### src/rtl/minesweeper_pkg.sv
// Shared constants for the minesweeper data-port responder.
// MMIO map, STATUS bit positions, LFSR polynomial and button indices.
package minesweeper_pkg;

    localparam logic [7:0] MMIO_BASE   = 8'hF0;
    localparam logic [7:0] ADDR_STATUS = 8'hF0;
    localparam logic [7:0] ADDR_BTNEV  = 8'hF1;
    localparam logic [7:0] ADDR_RAND   = 8'hF2;
    localparam logic [7:0] ADDR_LED    = 8'hF3;

    localparam int STATUS_NONEMPTY = 0;
    localparam int STATUS_FULL     = 1;
    localparam int STATUS_OVF      = 2;

    localparam logic [15:0] LFSR_MASK = 16'hB400;

    localparam int NUM_BTNS   = 5;
    localparam int BTN_UP     = 0;
    localparam int BTN_LEFT   = 1;
    localparam int BTN_CENTER = 2;
    localparam int BTN_RIGHT  = 3;
    localparam int BTN_DOWN   = 4;

    function automatic logic [15:0] lfsrStep(input logic [15:0] v);
        return v[0] ? ((v >> 1) ^ LFSR_MASK) : (v >> 1);
    endfunction

endpackage

### src/rtl/data_mem_responder_debounce.sv
// One push button: 2-FF synchronizer, stability counter and press pulse.
// press is high on the edge where a 0->1 change is accepted.
module btn_debounce #(
    parameter int DEBOUNCE_CYCLES = 50000
) (
    input  logic CLK,
    input  logic RESET,
    input  logic btnRaw,
    output logic press
);
    localparam int CW = $clog2(DEBOUNCE_CYCLES);

    logic          sync1;
    logic          sync2;
    logic          stable;
    logic [CW-1:0] cnt;
    logic          settle;

    assign settle = (sync2 != stable) && (cnt == CW'(DEBOUNCE_CYCLES - 1));
    assign press  = settle & sync2;

    always_ff @(posedge CLK) begin
        if (RESET) begin
            sync1  <= 1'b0;
            sync2  <= 1'b0;
            stable <= 1'b0;
            cnt    <= '0;
        end else begin
            sync1 <= btnRaw;
            sync2 <= sync1;
            if (sync2 == stable) begin
                cnt <= '0;
            end else if (settle) begin
                stable <= sync2;
                cnt    <= '0;
            end else begin
                cnt <= cnt + 1'b1;
            end
        end
    end

endmodule

### src/rtl/data_mem_responder.sv
// Data-port responder: 240 B RAM plus MMIO page (button FIFO, LFSR, LED).
// Reads are combinational from ADDR; every side effect lands on posedge CLK.
module data_mem_responder
    import minesweeper_pkg::*;
#(
    parameter int          DEBOUNCE_CYCLES = 50000,
    parameter int          FIFO_DEPTH      = 4,
    parameter logic [15:0] LFSR_SEED       = 16'hACE1
) (
    input  logic       CLK,
    input  logic       RESET,
    input  logic [7:0] ADDR,
    input  logic [7:0] WDATA,
    input  logic       MW,
    input  logic       RD,
    output logic [7:0] RDATA,
    input  logic [4:0] BTN,
    output logic [7:0] LED
);
    localparam int PW   = $clog2(FIFO_DEPTH);
    localparam int CNTW = PW + 1;

    logic [7:0]          ram [0:239];
    logic [2:0]          fifoMem [FIFO_DEPTH];
    logic [PW-1:0]       rdPtr;
    logic [PW-1:0]       wrPtr;
    logic [CNTW-1:0]     count;
    logic                ovf;
    logic [15:0]         lfsr;
    logic [NUM_BTNS-1:0] pending;
    logic [NUM_BTNS-1:0] press;
    logic [NUM_BTNS-1:0] grant;
    logic [2:0]          grantCode;

    logic isRam;
    logic nonEmpty;
    logic full;
    logic push;
    logic pop;
    logic drop;
    logic accept;

    for (genvar i = 0; i < NUM_BTNS; i++) begin : gBtn
        btn_debounce #(
            .DEBOUNCE_CYCLES(DEBOUNCE_CYCLES)
        ) uDebounce (
            .CLK   (CLK),
            .RESET (RESET),
            .btnRaw(BTN[i]),
            .press (press[i])
        );
    end

    assign isRam    = ADDR < MMIO_BASE;
    assign nonEmpty = count != '0;
    assign full     = count == CNTW'(FIFO_DEPTH);
    assign push     = |pending;
    assign pop      = RD && (ADDR == ADDR_BTNEV) && nonEmpty;
    assign drop     = push && full && !pop;
    assign accept   = push && !drop;

    // Lowest pending index wins; one event per cycle.
    always_comb begin
        grant     = '0;
        grantCode = '0;
        for (int i = NUM_BTNS - 1; i >= 0; i--) begin
            if (pending[i]) begin
                grant     = NUM_BTNS'(1) << i;
                grantCode = 3'(i + 1);
            end
        end
    end

    always_ff @(posedge CLK) begin
        if (MW && isRam && !RESET) begin
            ram[ADDR] <= WDATA;
        end
        if (accept) begin
            fifoMem[wrPtr] <= grantCode;
        end
    end

    always_ff @(posedge CLK) begin
        if (RESET) begin
            LED     <= '0;
            rdPtr   <= '0;
            wrPtr   <= '0;
            count   <= '0;
            ovf     <= 1'b0;
            lfsr    <= LFSR_SEED;
            pending <= '0;
        end else begin
            if (MW && ADDR == ADDR_LED) begin
                LED <= WDATA;
            end
            lfsr <= (MW && ADDR == ADDR_RAND) ? {8'hA5, WDATA}
                                                : lfsrStep(lfsr);
            if (accept) begin
                wrPtr <= wrPtr + 1'b1;
            end
            if (pop) begin
                rdPtr <= rdPtr + 1'b1;
            end
            count <= count + CNTW'(accept) - CNTW'(pop);
            // A drop on the same edge as a clear leaves the flag set.
            if (drop) begin
                ovf <= 1'b1;
            end else if (MW && ADDR == ADDR_STATUS && WDATA[STATUS_OVF]) begin
                ovf <= 1'b0;
            end
            pending <= (pending & ~grant) | press;
        end
    end

    always_comb begin
        RDATA = '0;
        if (isRam) begin
            RDATA = ram[ADDR];
        end else begin
            case (ADDR)
                ADDR_STATUS: RDATA = {5'b0, ovf, full, nonEmpty};
                ADDR_BTNEV:  RDATA = nonEmpty ? {5'b0, fifoMem[rdPtr]} : 8'h00;
                ADDR_RAND:   RDATA = lfsr[7:0];
                ADDR_LED:    RDATA = LED;
                default:     RDATA = '0;
            endcase
        end
    end

endmodule
### config.mk
export PLATFORM = sky130hd
export DESIGN_NAME = data_mem_responder
export DESIGN_NICKNAME = d
export VERILOG_FILES = /design/src/rtl/minesweeper_pkg.sv /design/src/rtl/data_mem_responder_debounce.sv /design/src/rtl/data_mem_responder.sv
export SDC_FILE = /design/constraint.sdc
export NUM_CORES = 2
export LEC_CHECK = 0
export ABC_CLOCK_PERIOD_IN_PS = 6060
export CAP_MARGIN = 20
export CORE_ASPECT_RATIO = 1.25
export CORE_MARGIN = 4
export CORE_UTILIZATION = 23
export DETAILED_ROUTE_END_ITERATION = 6
export REMOVE_ABC_BUFFERS = 1
export SLEW_MARGIN = 15
export SYNTH_ARGS = -nofsm -noshare
export SYNTH_HDL_FRONTEND = slang
export SYNTH_HIERARCHICAL = 1
export SYNTH_SLANG_ARGS = --single-unit
### constraint.sdc
create_clock -name CLK -period 6.06 [get_ports CLK]
set_input_delay 0.909 -clock CLK [delete_from_list [all_inputs] [get_ports CLK]]
set_output_delay 0.909 -clock CLK [all_outputs]
set_load 0.03 [all_outputs]
==> impl_metrics.toml <==
[placement]
pre_cts_slack_ns = 0.0908
io_buffer_count = 40
dp.cells = 8990
hpwl_mm = 148
gp_congestion = 0.857
placed_area_um2 = 89000

[floorplan]
die-area_um2 = 364000
start_util = 0.231
die_h_um = 673
die_w_um = 540
io_pins = 41
coreArea_um2 = 353000
std_cell_rows = 244

[global_routing]
grt_pass1_vias = 43300
antenna_found_initial = 3
grt_max_degree = 163
globalRouteOverflowTotal = 0
grt_usage = 0.119
grt_pass1_wl_mm = 320

[timing]
tns_ns = 0
finalHoldViolCount = 0
drv_slew = 0
timing.final.ws_setup_ns = 0.0762
min_period_ns = 5.98
max_freq_ghz = 0.167
finClkSkew_ns = 0.0320
holdWs_ns = 0.439
worstMarginPinSlew_ns = 1.32
fin_crit_sh = 0.987
rsz0062_at_grt = "false"
finalSetupViolCount = 0
slew_headroom = 0.120

[cells_and_area]
drive_above_1_share = 0.232
final_cells = 9333
syn_to_final_growth_pct = 16.8
layout_commonest_cell = "edfxtp_1"
final_cell_area_um2 = 95100
final_cell_mix = "1932 x edfxtp_1, 432 x mux4_2, 373 x nor2_1"
nets = 4552

[setup_path]
arrival_ns = 5.07
critical_path_required_ns = 5.15
start_kind = "input port"
cp_max_fo = 17
criticalPathCategory = "input port to primary output"
cp-end-kind = "primary output"

[run_status]
outcome = "finished, final reports clean"

[clocking]
clockBufferDepth = 4
path_clk_slew_ns = 0.07
clk_latency_ns = 0.85
post-cts-setup-buffers = 0
cts_sinks = 2066
post_cts_resized = 0
htreeDepth = 4
cts_root_buf = "clkbuf_16"
tritoncts = "built"
numCtsBuffers = 196
cts_hold_buffers = 0

[pwr]
p_seq_frac = 0.537
power_switching_share = 0.215
combinationalPowerShare = 0.053
peakVddDrop_v = 0.000219
power.density_nw_per_um2 = 306
internal-power_w = 0.0228
power_frac_clock = 0.410
p_leak_nw = 29.3
switching_power_w = 0.00626

[detailed_routing]
postRouteAntennaNets = 0
drt_first_pass_iters = 5
drt_iter0_markers = 4299
vias = 42000
drc_errors = 0
totalWireLength_mm = 223
avgViaCountPerCell = 4.51
wl_per_cell_um = 23.9

[job]
cap_violations = 0

[synth]
yosys_register_bits = 2066
synth_cell_types = 82
syn_area_um2 = 81400
synth.avg_cell_area_um2 = 19.4
synth_edf_count = 1932
syn_inst = 4202
synthFlopType = "edfxtp_1"
yosysWarnings = 6
synth-async-reset-ratio = 0
synth-seq-area-share = 0.746

[min_path]
hp-class = "register to register"
## worst max-delay path, cell delays in order
cell             delay [ns]
clkdlybuf4s50_1        0.96
buf_4                  0.48
nor2_1                 0.45
nand2_1                0.58
a21oi_1                0.70
nor4_2                 0.11
nand4_1                0.14
a32o_1                 0.44
buf_4                  0.25
## area by class of cell
| type | instances | area (um2) |
|---|---|---|
| diodes | 3 | 7.51 |
| clock buffers | 228 | 5050 |
| clock inverters | 111 | 1000 |
| fillers | 35300 | 258000 |
| inverters | 29 | 111 |
| multi-input cells | 1877 | 19200 |
| flip-flops and latches | 2066 | 60700 |
| well taps | 4674 | 5850 |
| repair buffers | 345 | 3120 |
## worst paths after layout
kind / startpoint / endpoint / cells after the start / slack (ns)
worst max-delay path: ADDR[4] / RDATA[0] / 9 / 0.08
worst min-delay path: lfsr[15] / lfsr[14] / 1 / 0.44
worst max register to register: count[2] / count[2] / 13 / 3.08
worst min register to register: lfsr[15] / lfsr[14] / 1 / 0.44
## power by group through the flow
stage | Sequential [W] | Combinational, W | Clock, W
floorplan | 0.0159 | 0.000572 | 0
finish | 0.0156 | 0.00154 | 0.0119
detailed placement | 0.0159 | 0.00156 | 0
CTS | 0.0156 | 0.00156 | 0.0121
global route | 0.0156 | 0.00161 | 0.0127
global placement | 0.0159 | 0.00155 | 0
## cell usage after synthesis, drive strengths merged, types with 4 or more instances
library cell	instances	area share
o2111ai	8	0.00086
ha	11	0.0017
a22o	14	0.0015
nand3b	8	0.00074
nor3b	6	0.00055
and4	4	0.00049
mux4	451	0.13
nor4	27	0.0023
a21oi	57	0.0036
nor4bb	10	0.0012
o22ai	16	0.0012
a221oi	24	0.0026
nand2b	4	0.00031
nor4b	5	0.00054
nand4	33	0.0034
and3	26	0.0021
mux2	4	0.00055
a31oi	12	0.0011
inv	27	0.0012
nor3	42	0.0028
nand2	155	0.0071
nand3	72	0.0046
o21ai	27	0.0017
clkbuf	65	0.0030
nor2	380	0.018
xnor2	59	0.0063
o31ai	6	0.00055
mux2i	170	0.021
o211ai	15	0.0014
buf	165	0.014
xor2	23	0.0025
or3	6	0.00046
a211oi	17	0.0016
a221o	11	0.0014
and2	23	0.0018
o41ai	5	0.00054
a22oi	79	0.0073
nor2b	28	0.0022
dfxtp	134	0.033
edfxtp	1932	0.71
or4	5	0.00069
## stage by stage
step,power (W),utilization
6_report,0.0291,0.269
5_1_grt,0.0299,0.269
4_1_cts,0.0293,0.269
3_5_place_dp,0.0175,0.252
3_3_place_gp,0.0175,0.252
2_1_floorplan,0.0165,-
## registers in the layout, summed over array words and instances, names as in the netlist, named ones only
signal / cells
ovf: 1
ram: 1920
gBtn.uDebounce/sync1: 5
LED: 8
fifoMem: 12
rdPtr: 2
count: 3
gBtn.uDebounce/sync2: 5
pending: 5
wrPtr: 2
lfsr: 16
gBtn.uDebounce/cnt: 80
gBtn.uDebounce/stable: 5
## cells by family (layout without fill, tap and decap cells)
group | count (synthesis) | count (layout) | share of synthesized area
DFF | 2066 | 2066 | 0.746
buffers and inverters | 259 | 713 | 0.0186
and+or+nand+nor | 844 | 844 | 0.0500
muxes | 625 | 625 | 0.147
adders and majority gates | 12 | 12 | 0.00194
other | 0 | 3 | 0
xor gates and xnor gates | 82 | 82 | 0.00882
AOI/OAI and AO/OA | 314 | 314 | 0.0278
## routing by layer
layer  part of all wire  routed length, um  GRT usage  vias up
met3              0.057              12700     0.0161      528
met4              0.063              14200     0.0678        0
met2               0.51             115000      0.211     1672
met1               0.37              82000      0.139    22100
met5                  0                  0          0        -
li1                   -                  -          -    17700
No activity file was read; power rests on OpenSTA's default activity.
